## src/rtl/mix_columns_seq.sv

```systemverilog
// mix_columns_seq: iterative, handshaked AES MixColumns engine.
// Processes COLS_PER_CYCLE columns per busy cycle (1, 2 or 4).
// Optional feature macro: MIXCOL_INV_EN builds the InvMixColumns datapath and
// the mode flag; without it in_inv is ignored and only MixColumns is built.
module mix_columns_seq #(
    parameter int unsigned COLS_PER_CYCLE = 1
) (
    input  logic         clk,
    input  logic         rst_n,
    input  logic         in_valid,
    output logic         in_ready,
    input  logic [127:0] in_data,
    input  logic         in_inv,
    output logic         out_valid,
    input  logic         out_ready,
    output logic [127:0] out_data,
    output logic         busy
);

    if (COLS_PER_CYCLE != 1 && COLS_PER_CYCLE != 2 && COLS_PER_CYCLE != 4) begin : g_bad_cols
        $error("mix_columns_seq: COLS_PER_CYCLE must be 1, 2 or 4");
    end

    localparam logic [1:0] Step    = 2'(COLS_PER_CYCLE);
    // col_cnt value at the start of the cycle that handles column 3
    localparam logic [1:0] LastCnt = 2'(4 - COLS_PER_CYCLE);

    typedef enum logic [1:0] {StIdle, StBusy, StDone} state_e;

    state_e       state_q, state_d;
    logic [127:0] work_q, work_d;
    logic [127:0] res_q, res_d;
    logic [1:0]   col_cnt_q, col_cnt_d;
    logic [1:0]   col;

    function automatic logic [7:0] xtime(input logic [7:0] b);
        return {b[6:0], 1'b0} ^ (b[7] ? 8'h1b : 8'h00);
    endfunction

    function automatic logic [31:0] mix_fwd(input logic [31:0] c);
        logic [7:0] a[4];
        logic [7:0] t[4];
        for (int i = 0; i < 4; i++) begin
            a[i] = c[8*i +: 8];
            t[i] = xtime(a[i]);
        end
        return {t[0] ^ a[0] ^ a[1] ^ a[2] ^ t[3],
                a[0] ^ a[1] ^ t[2] ^ t[3] ^ a[3],
                a[0] ^ t[1] ^ t[2] ^ a[2] ^ a[3],
                t[0] ^ t[1] ^ a[1] ^ a[2] ^ a[3]};
    endfunction

`ifdef MIXCOL_INV_EN
    logic mode_q, mode_d;

    function automatic logic [31:0] mix_inv(input logic [31:0] c);
        logic [7:0] a[4];
        logic [7:0] m9[4];
        logic [7:0] mb[4];
        logic [7:0] md[4];
        logic [7:0] me[4];
        logic [7:0] x2, x4, x8;
        for (int i = 0; i < 4; i++) begin
            a[i]  = c[8*i +: 8];
            x2    = xtime(a[i]);
            x4    = xtime(x2);
            x8    = xtime(x4);
            m9[i] = x8 ^ a[i];
            mb[i] = x8 ^ x2 ^ a[i];
            md[i] = x8 ^ x4 ^ a[i];
            me[i] = x8 ^ x4 ^ x2;
        end
        return {mb[0] ^ md[1] ^ m9[2] ^ me[3],
                md[0] ^ m9[1] ^ me[2] ^ mb[3],
                m9[0] ^ me[1] ^ mb[2] ^ md[3],
                me[0] ^ mb[1] ^ md[2] ^ m9[3]};
    endfunction

    function automatic logic [31:0] mix_col(input logic [31:0] c, input logic inv);
        return inv ? mix_inv(c) : mix_fwd(c);
    endfunction

    // Mode flag register
    always_ff @(posedge clk or negedge rst_n) begin
        if (!rst_n) mode_q <= 1'b0;
        else        mode_q <= mode_d;
    end

    // Mode flag captured only on acceptance
    always_comb begin
        mode_d = mode_q;
        if (state_q == StIdle && in_valid) mode_d = in_inv;
    end
`else
    logic unused_in_inv;
    assign unused_in_inv = in_inv;

    function automatic logic [31:0] mix_col(input logic [31:0] c, input logic inv);
        logic unused_inv;
        unused_inv = inv;
        return mix_fwd(c);
    endfunction

    logic mode_q;
    assign mode_q = 1'b0;
`endif

    // State, work, result and column-counter registers
    always_ff @(posedge clk or negedge rst_n) begin
        if (!rst_n) begin
            state_q   <= StIdle;
            work_q    <= '0;
            res_q     <= '0;
            col_cnt_q <= '0;
        end else begin
            state_q   <= state_d;
            work_q    <= work_d;
            res_q     <= res_d;
            col_cnt_q <= col_cnt_d;
        end
    end

    // Next-state logic and per-cycle column transform
    always_comb begin
        state_d   = state_q;
        work_d    = work_q;
        res_d     = res_q;
        col_cnt_d = col_cnt_q;
        col       = '0;
        unique case (state_q)
            StIdle: begin
                if (in_valid) begin
                    work_d    = in_data;
                    col_cnt_d = '0;
                    state_d   = StBusy;
                end
            end
            StBusy: begin
                for (int unsigned j = 0; j < COLS_PER_CYCLE; j++) begin
                    col = col_cnt_q + 2'(j);
                    res_d[{col, 5'b0} +: 32] = mix_col(work_q[{col, 5'b0} +: 32], mode_q);
                end
                // Wraps to 0 together with the move to StDone
                col_cnt_d = col_cnt_q + Step;
                if (col_cnt_q == LastCnt) state_d = StDone;
            end
            StDone: begin
                if (out_ready) state_d = StIdle;
            end
            default: state_d = StIdle;
        endcase
    end

    assign in_ready  = (state_q == StIdle);
    assign busy      = (state_q == StBusy);
    assign out_valid = (state_q == StDone);
    assign out_data  = res_q;

endmodule

```

## config.mk

```make
export PLATFORM = sky130hd
export DESIGN_NAME = mix_columns_seq
export DESIGN_NICKNAME = d
export VERILOG_FILES = /design/src/rtl/mix_columns_seq.sv
export SDC_FILE = /design/constraint.sdc
export NUM_CORES = 1
export LEC_CHECK = 0
export CAP_MARGIN = 20
export CORE_MARGIN = 1
export CORE_UTILIZATION = 33
export CTS_CLUSTER_SIZE = 25
export DETAILED_ROUTE_END_ITERATION = 16
export GPL_ROUTABILITY_DRIVEN = 0
export GPL_TIMING_DRIVEN = 0
export PLACE_DENSITY = 0.63
export SYNTH_ARGS = -nofsm -noshare
export SYNTH_HDL_FRONTEND = slang
export SYNTH_SLANG_ARGS = --single-unit
```

## constraint.sdc

```tcl
create_clock -name clk -period 2.7 [get_ports clk]
set_input_delay 0.54 -clock clk [delete_from_list [all_inputs] [get_ports clk]]
set_output_delay 0.54 -clock clk [all_outputs]
set_load 0.01 [all_outputs]
```

==> out/qor.json, run 1 <==
{
  "buf_inv_on_cp": 2,
  "antenna_found_initial": 4,
  "drc": 0,
  "grt_use_total": 0.186,
  "worst_r2r_startpoint": "col_cnt_q[1]",
  "maxCapViolations": 0,
  "final_critical_delay_including_setup_and_external_delays_ps": 2580,
  "floorplan.rows": 68,
  "cts_max_path_buffers": 3,
  "whs_endpoint": "out_data[15]",
  "grt_pass1_vias": 7980,
  "post_drt_wl_per_cell_um": 20.4,
  "maxClockFrequency_mhz": 388,
  "rrSetupSlack_ps": 120,
  "clkTransAtPathRegs_ps": 60,
  "ios": 264,
  "firstDrtPassIters": 4,
  "timing_max_transition_violations_final": 0,
  "critical_path.startpoint_type": "flop",
  "via_count": 7715,
  "final_layout_size_suffix_gt1_frac": 0.237,
  "fp.dieArea_sq_um": 35900,
  "tightestPinTransition_ps": 792,
  "area_of_the_multi_input_gates_sq_um": 4970,
  "timing.critical_path.required_ps": 3160,
  "cp_data_arrival_time_ps": 3040,
  "maxSlewHeadroom": 0.472,
  "cts_made_buffers": 29,
  "detailedRoute.firstIterationViolations": 304,
  "portBuffers": 262,
  "hold_path.class": "flop to flop",
  "dpl.hpwl_um": 24900,
  "cp_max_fo": 10,
  "cts-htree-levels": 1,
  "die_x_um": 189,
  "grt_overflow": 0,
  "hold_viol": 0,
  "crit_chain": "buf_2 > buf_2 > mux4_2 > xnor2_4 > xnor3_2 > o21ai_1",
  "fill_count": 3177,
  "cts_root_buf": "sky130_fd_sc_hd__clkbuf_16",
  "grt_pass1_wl_um": 49900,
  "finalSetupViolCount": 0,
  "worst_path_most_repeated_cell": "sky130_fd_sc_hd__buf_2",
  "vias_per_cell": 4.82,
  "synth.avg_cell_area_sq_um": 14.0,
  "critical_hold_path_startpoint": "out_data[15]",
  "ys_ff_latch": 260,
  "reg2reg_to": "out_data[39]",
  "worst_path_dominant_cell_family": "XOR/XNOR gates",
  "ys_seq_area_frac": 0.561,
  "postSynthNetCount": 963,
  "clk_lat_worst_skew_ps": 540,
  "path_class": "flop to flop",
  "worst_path_largest_cell_delay_ps": 540,
  "fp.coreArea_sq_um": 34500,
  "largest_net_degree_at_the_start_of_global_routing": 116,
  "ant_nets": 0,
  "count_of_yosys_warnings_during_synthesis": 0,
  "run_status": "finished, final reports clean",
  "tritoncts": "built",
  "die_height_um": 189,
  "post-place-cells": 1544,
  "fin_skew_ps": 12.7,
  "reg2reg_depth": 6,
  "worst-path-stages": 6,
  "fin_cells": 1601,
  "fin_crit_sh": 0.955,
  "wl_um": 32700,
  "nets": 1260,
  "synthesis.instances": 825,
  "final_util": 0.464,
  "crit_slowest_cell": "sky130_fd_sc_hd__xnor3_2",
  "cts_sinks": 260,
  "netlist-cell-type-count": 26,
  "seq_area_sq_um": 6510,
  "initial_utilization": 0.335,
  "whs_path_depth": 2,
  "netlist_area_sq_um": 11600,
  "timing.critical_path.to_type": "flop",
  "syn2layout_area_growth_pct": 38.2
}
routing by layer:
| layer | up-vias | track usage | share of wire | wire length, um |
|---|---|---|---|---|
| met5 | - | 0 | 0.00040 | 13 |
| met4 | 2 | 0.0406 | 0.023 | 738 |
| met3 | 50 | 0.0447 | 0.067 | 2180 |
| met2 | 223 | 0.302 | 0.47 | 15300 |
| met1 | 3937 | 0.252 | 0.44 | 14400 |
| li1 | 3503 | - | - | - |
layout make-up:
| cell class | count | share of cell area |
|---|---|---|
| buffer | 49 | 0.0166 |
| inverter | 5 | 0.00117 |
| antenna | 2 | 0.000313 |
| timing repair buffer | 266 | 0.169 |
| clock inverter | 10 | 0.00703 |
| multi-input combinational | 511 | 0.311 |
| clock buffer | 43 | 0.0536 |
| sequential | 260 | 0.406 |
| tap | 455 | 0.0356 |
sequential cells by signal (all words and copies together) (netlist names):
register	count
col_cnt_q	2
work_q	128
out_data	128
state_q	2
worst max path at each step:
| stage | from | end | slack [ps] |
|---|---|---|---|
| final | col_cnt_q[1] | out_data[39] | 120 |
| after floorplan | col_cnt_q[0] | out_data[12] | 460 |
| after global routing | col_cnt_q[0] | out_data[117] | -0.4 |
| after CTS | col_cnt_q[0] | out_data[39] | 6 |
| after global placement | rst_n | out_data[25] | -10160 |
| after detailed placement | in_valid | work_q[6] | -370 |
synthesized netlist by cell type, drive strengths merged:
library cell    n  area, sq um
nand2b          2         12.5
mux4           32          721
or3             1         6.26
xor2            4         35.0
o21ai         130          651
ha              5         62.6
clkbuf         35          131
inv             5         18.8
xnor3          38          856
nor2            1         3.75
dfrtp         260         6510
xor3            6          143
o21bai          1         7.51
or4             3         22.5
nand2         133          499
mux2          128         1440
and2            1         6.26
o22ai           1         6.26
buf            14         96.3
xnor2          24          353
nand4b          1         8.76
layout by cell type (no fill, tap or decap), types with 5 or more instances in the layout:
master                            netlist  layout
sky130_fd_sc_hd__buf_8                  0       5
sky130_fd_sc_hd__clkbuf_1              35      26
sky130_fd_sc_hd__clkbuf_16              0      29
sky130_fd_sc_hd__clkbuf_2               0      15
sky130_fd_sc_hd__clkbuf_8               0       8
sky130_fd_sc_hd__clkdlybuf4s50_1        0     261
sky130_fd_sc_hd__dfrtp_1              260     260
sky130_fd_sc_hd__ha_1                   5       5
sky130_fd_sc_hd__inv_1                  5       5
sky130_fd_sc_hd__mux2_2               128     128
sky130_fd_sc_hd__mux4_2                32      32
sky130_fd_sc_hd__nand2_1              133     133
sky130_fd_sc_hd__o21ai_0               48      47
sky130_fd_sc_hd__o21ai_1               82      83
sky130_fd_sc_hd__xnor2_2                9      15
sky130_fd_sc_hd__xnor2_4                4       7
sky130_fd_sc_hd__xnor3_1               38      30
sky130_fd_sc_hd__xnor3_2                0       8
logic make-up (layout without fill, tap and decap cells):
kind of cell | count (synthesis) | after routing | share of synthesized area
AO/OA/AOI/OAI | 132 | 132 | 0.0573
XOR/XNOR | 72 | 72 | 0.120
adder cells (fa/ha/maj) | 5 | 5 | 0.00540
buffers and inverters | 54 | 373 | 0.0213
flip-flops | 260 | 260 | 0.561
multiplexers | 160 | 160 | 0.187
other | 0 | 2 | 0
AND/OR/NAND/NOR | 142 | 142 | 0.0483
worst min-delay path, stage by stage, from the launching register on:
cell	delay (ps)
sky130_fd_sc_hd__dfrtp_1	340
sky130_fd_sc_hd__nand2_1	40
sky130_fd_sc_hd__o21ai_0	60
per-stage QoR:
step / hold slack, ps / cell area (sq um) / worst slack, ps / TNS (ps)
2_1_floorplan: 244 / 11600 / 464 / 0
3_5_place_dp: 469 / 14800 / -373 / -35670
3_3_place_gp: 464 / 14800 / -10160 / -2668230
4_1_cts: 482 / 15800 / 5.93 / 0
6_report: 475 / 16000 / 123 / 0
5_1_grt: 497 / 16000 / -0.363 / -0.363
repair_timing:
action                                  CTS  global route
endpoints found under the setup margin   76           156
pin swaps                                 0             3
endpoints found under the hold margin    59             0
gates resized for setup                   8            54
hold buffers                              1             0
buffers inserted                          0             1
Power of run 1 is left out: the tool's default activity adds up to more than one toggle a clock period on the data nets, which glitch-free logic cannot reach.
==> run 2, diff against run 1 <==
CORE_ASPECT_RATIO = 0.75   (was not set)
==> run 2 against run 1 <==
Against the previous run: setup slack lost 17 ps; wire length grew 5.5%; flip-flop and latch count is the same; first-iteration DRC count grew 71%; die area is essentially flat; maximum frequency shrank 0.67%; cell area shrank 0.10%; worst hold slack lost 37 ps; global-route usage grew 0.98 points; non-clock buffer count grew 3; critical path type unchanged; core utilization shrank 0.15 points; final cell count is essentially flat.
==> out/qor.json, run 2 (synthesis gave the netlist of run 1 again) <==
{
  "crit_chain": "buf_8 > buf_6 > mux4_2 > xnor2_1 > xnor3_1 > o21ai_1",
  "die_height_um": 164,
  "maxSlewHeadroom": 0.468,
  "most_common_cell_after_layout_fill_and_taps_aside": "sky130_fd_sc_hd__clkdlybuf4s50_1",
  "maxClockFrequency_mhz": 385,
  "dpl.hpwl_um": 26100,
  "final_area_sq_um": 16000,
  "largest_net_degree_at_the_start_of_global_routing": 125,
  "nets": 1262,
  "post-place-cells": 1546,
  "detailedPlace.worstSlack_ps": -587,
  "ant_nets": 0,
  "fp.coreArea_sq_um": 34600,
  "die_x_um": 218,
  "timing.critical_path.from": "col_cnt_q[0]",
  "clk_lat_worst_skew_ps": 550,
  "fin_skew_ps": 17.0,
  "initial_utilization": 0.335,
  "via_count": 7739,
  "worst_path_largest_cell_delay_ps": 620,
  "grt_pass1_wl_um": 51700,
  "commonest_non_fill_non_tap_cells_in_the_layout": "sky130_fd_sc_hd__clkdlybuf4s50_1 (261), sky130_fd_sc_hd__dfrtp_1 (260), sky130_fd_sc_hd__nand2_1 (133)",
  "fin_crit_sh": 0.961,
  "floorplan.rows": 59,
  "tightestPinTransition_ps": 797,
  "hold_path.class": "input pin to async pin",
  "reg2reg_to": "out_data[23]",
  "ios": 264,
  "vias_per_cell": 4.83,
  "cp_data_arrival_time_ps": 3060,
  "wl_um": 34500,
  "clkTransAtPathRegs_ps": 70,
  "reg2reg_depth": 6,
  "post_drt_wl_per_cell_um": 21.6,
  "antenna_found_initial": 3,
  "path_class": "flop to flop",
  "timing.critical_path.to_type": "flop",
  "cts-htree-levels": 1,
  "worst_path_dominant_cell_family": "XOR/XNOR gates",
  "final_critical_delay_including_setup_and_external_delays_ps": 2590,
  "placed_area_sq_um": 14800,
  "fin_cells": 1602,
  "final_layout_size_suffix_gt1_frac": 0.233,
  "syn2layout_area_growth_pct": 38.0,
  "worst-path-stages": 6,
  "detailedRoute.firstIterationViolations": 521,
  "firstDrtPassIters": 5,
  "post-route-worst-setup-slack_ps": 105,
  "grt_use_total": 0.196,
  "run_status": "finished, final reports clean",
  "finalSetupViolCount": 0,
  "critical_path.startpoint_type": "flop",
  "crit_slowest_cell": "sky130_fd_sc_hd__mux4_2",
  "tritoncts": "built",
  "cp_max_fo": 10,
  "fp.dieArea_sq_um": 35900,
  "worst_r2r_startpoint": "col_cnt_q[0]",
  "cts_root_buf": "sky130_fd_sc_hd__clkbuf_16",
  "cts_sinks": 260,
  "grt_pass1_vias": 8040,
  "drc": 0,
  "cts_made_buffers": 28,
  "grt_overflow": 0,
  "worst_hold_slack_ps": 438,
  "portBuffers": 262,
  "buf_inv_on_cp": 2,
  "hold_viol": 0,
  "cts_max_path_buffers": 3,
  "timing.critical_path.required_ps": 3160,
  "timing_max_transition_violations_final": 0,
  "rrSetupSlack_ps": 110,
  "maxCapViolations": 0
}
==> run 2: cell types whose count changed in the layout (fill, tap and decap cells not counted), moves of 3 or more <==
cell and change:
sky130_fd_sc_hd__buf_4 +3, sky130_fd_sc_hd__buf_8 -3, sky130_fd_sc_hd__xnor3_2 -3, sky130_fd_sc_hd__xnor3_1 +3
sky130_fd_sc_hd__buf_6 +4
==> run 2: worst max-delay path by stage <==
| stage | to | slack (ps) |
|---|---|---|
| 2_1_floorplan | out_data[12] | 460 |
| 3_3_place_gp | out_data[36] | -10140 |
| 3_5_place_dp | work_q[64] | -590 |
| 4_1_cts | out_data[44] | 0.7 |
| 5_1_grt | out_data[121] | -9 |
| 6_report | out_data[23] | 110 |
==> run 2: cell type report <==
class                           count  area (sq um)
Inverter                            5          18.8
Tap cell                          457           572
Multi-Input combinational cell    511          4960
Buffer                             49           279
Clock inverter                      5          75.1
Timing Repair Buffer              269          2720
Fill cell                        3144         18600
Sequential cell                   260          6510
Antenna cell                        1          2.50
Clock buffer                       45           856
==> run 2: worst reg2reg max path, delay by kind of cell (launching register included) <==
kind	cells	cell delay (ps)
muxes	1	620
buffers and inverters	2	410
AOI/OAI and AO/OA	1	170
xor gates and xnor gates	2	900
DFF	1	410
==> run 2: what timing repair did <==
item / in CTS / in global routing
gates cloned: 0 / 0
pin swaps: 0 / 2
endpoints found under the setup margin: 205 / 139
resized for setup: 33 / 21
hold endpoints to repair: 19 / 0
hold buffers: 1 / 0
buffers inserted: 0 / 4
==> run 2: per-layer routing <==
metal / track usage / wire length [um] / vias up / part of all wire
li1: - / - / 3505 / -
met1: 0.286 / 16300 / 3980 / 0.47
met2: 0.304 / 15500 / 208 / 0.45
met3: 0.0391 / 2080 / 44 / 0.060
met4: 0.0340 / 610 / 2 / 0.018
met5: 0 / 11 / - / 0.00032
==> run 2: per-stage QoR <==
stage,setup TNS (ps),utilization
CTS,0,0.459
global route,-18.6,0.462
global placement,-2684430,0.427
detailed placement,-59470,0.429
floorplan,0,-
finish,0,0.462
Power of run 2 is left out for the same reason.
==> run 3, diff against run 2 <==
CORE_MARGIN = 3   (was 1)
==> run 3 against run 2 <==
Against the previous run: setup slack better by 16 ps; first-iteration DRC count is 0.38% lower; wire length is 3.5% higher; count of clock-buffer cells in the layout is 6 lower; global-route usage is 0.69 points lower; final cell count is 0.75% lower; die area is 4.3% higher; critical path type unchanged; largest cell class unchanged.
==> out/qor.json, run 3 (synthesis gave the netlist of run 1 again) <==
{
  "grt_overflow": 0,
  "finalSetupViolCount": 0,
  "initial_utilization": 0.340,
  "clkTransAtPathRegs_ps": 60,
  "clk_lat_worst_skew_ps": 550,
  "final_util": 0.466,
  "post-place-cells": 1539,
  "area_of_the_multi_input_gates_sq_um": 4950,
  "cp_max_fo": 10,
  "antenna-diode-count": 0,
  "maxClockFrequency_mhz": 388,
  "rrSetupSlack_ps": 120,
  "path_class": "flop to flop",
  "grt_use_total": 0.189,
  "commonest_non_fill_non_tap_cells_in_the_layout": "sky130_fd_sc_hd__clkdlybuf4s50_1 (261), sky130_fd_sc_hd__dfrtp_1 (260), sky130_fd_sc_hd__nand2_1 (133)",
  "fin_crit_sh": 0.955,
  "final_layout_size_suffix_gt1_frac": 0.226,
  "detailedRoute.firstIterationViolations": 519,
  "run_status": "finished, final reports clean",
  "nets": 1261,
  "tritoncts": "built",
  "most_common_cell_after_layout_fill_and_taps_aside": "sky130_fd_sc_hd__clkdlybuf4s50_1",
  "dpl.hpwl_um": 27000,
  "final_critical_delay_including_setup_and_external_delays_ps": 2580,
  "grt_pass1_vias": 8260,
  "post_drt_wl_per_cell_um": 22.5,
  "reg2reg_depth": 8,
  "antenna_found_initial": 3,
  "portBuffers": 262,
  "firstDrtPassIters": 4,
  "cts_root_buf": "sky130_fd_sc_hd__clkbuf_16",
  "via_count": 7845,
  "die_x_um": 222,
  "fin_skew_ps": 20.3,
  "timing.critical_path.from": "col_cnt_q[0]",
  "vias_per_cell": 4.93,
  "tightestPinTransition_ps": 793,
  "worst_r2r_startpoint": "col_cnt_q[0]",
  "cts-htree-levels": 1,
  "seq_area_sq_um": 6510,
  "cts_max_path_buffers": 3,
  "maxCapViolations": 0,
  "hold_viol": 0,
  "placed_area_sq_um": 14800,
  "fin_cells": 1590,
  "reg2reg_to": "out_data[95]",
  "syn2layout_area_growth_pct": 36.8,
  "final_area_sq_um": 15800,
  "timing.critical_path.to_type": "flop",
  "timing.critical_path.required_ps": 3150,
  "grt_pass1_wl_um": 53200,
  "cp_data_arrival_time_ps": 3030,
  "critical_path.startpoint_type": "flop",
  "fp.dieArea_sq_um": 37400,
  "ant_nets": 0,
  "wl_um": 35700,
  "cts_made_buffers": 27,
  "die_height_um": 168,
  "drc": 0,
  "ios": 264,
  "fp.coreArea_sq_um": 34000,
  "detailedPlace.worstSlack_ps": -593,
  "hold_path.class": "input pin to async pin",
  "timing_max_transition_violations_final": 0,
  "cts_sinks": 260,
  "fill_count": 3064,
  "largest_net_degree_at_the_start_of_global_routing": 124,
  "floorplan.rows": 58,
  "post-route-worst-setup-slack_ps": 121,
  "maxSlewHeadroom": 0.471
}
-- run 3: through the flow --
stage                     setup TNS (ps)  hold WS (ps)
after global placement          -2684550           463
after global routing               -9.11           421
final                                  0           426
after floorplan                        0           244
after CTS                              0           406
after detailed placement          -58290           390
-- run 3: critical path: stages (launching register included) --
cell,delay (ps)
sky130_fd_sc_hd__dfrtp_1,390
sky130_fd_sc_hd__buf_8,180
sky130_fd_sc_hd__buf_6,220
sky130_fd_sc_hd__inv_1,140
sky130_fd_sc_hd__ha_1,320
sky130_fd_sc_hd__inv_1,80
sky130_fd_sc_hd__or4_1,680
sky130_fd_sc_hd__clkbuf_2,260
sky130_fd_sc_hd__o21ai_0,200
-- run 3: worst max-delay path by stage --
stage                        end  slack, ps  cells after the start
floorplan           out_data[12]        460                      6
global placement     out_data[3]     -10150                      1
detailed placement    work_q[31]       -590                      6
CTS                 out_data[95]          6                      8
global route        out_data[93]         -5                      8
finish              out_data[95]        120                      8
-- run 3: cell type report --
class	instances	share of cell area
Buffer	49	0.0174
Clock buffer	39	0.0480
Clock inverter	7	0.00332
Inverter	5	0.00118
Multi-Input combinational cell	511	0.312
Sequential cell	260	0.411
Tap cell	450	0.0355
Timing Repair Buffer	269	0.172
-- run 3: layer usage --
| layer | track usage | part of all wire | vias to the layer above |
|---|---|---|---|
| met4 | 0.0354 | 0.017 | 6 |
| met1 | 0.275 | 0.47 | 4044 |
| met3 | 0.0413 | 0.058 | 53 |
| met2 | 0.295 | 0.45 | 239 |
| met5 | 0 | 0.0010 | - |
| li1 | - | - | 3503 |
-- run 3: what timing repair did --
item | in CTS | in global routing
endpoints found under the setup margin | 190 | 187
endpoints found under the hold margin | 18 | 0
hold buffers | 1 | 0
pin swaps | 0 | 2
gates resized for setup | 27 | 26
buffers inserted | 0 | 4
Power of run 3 is left out for the same reason.
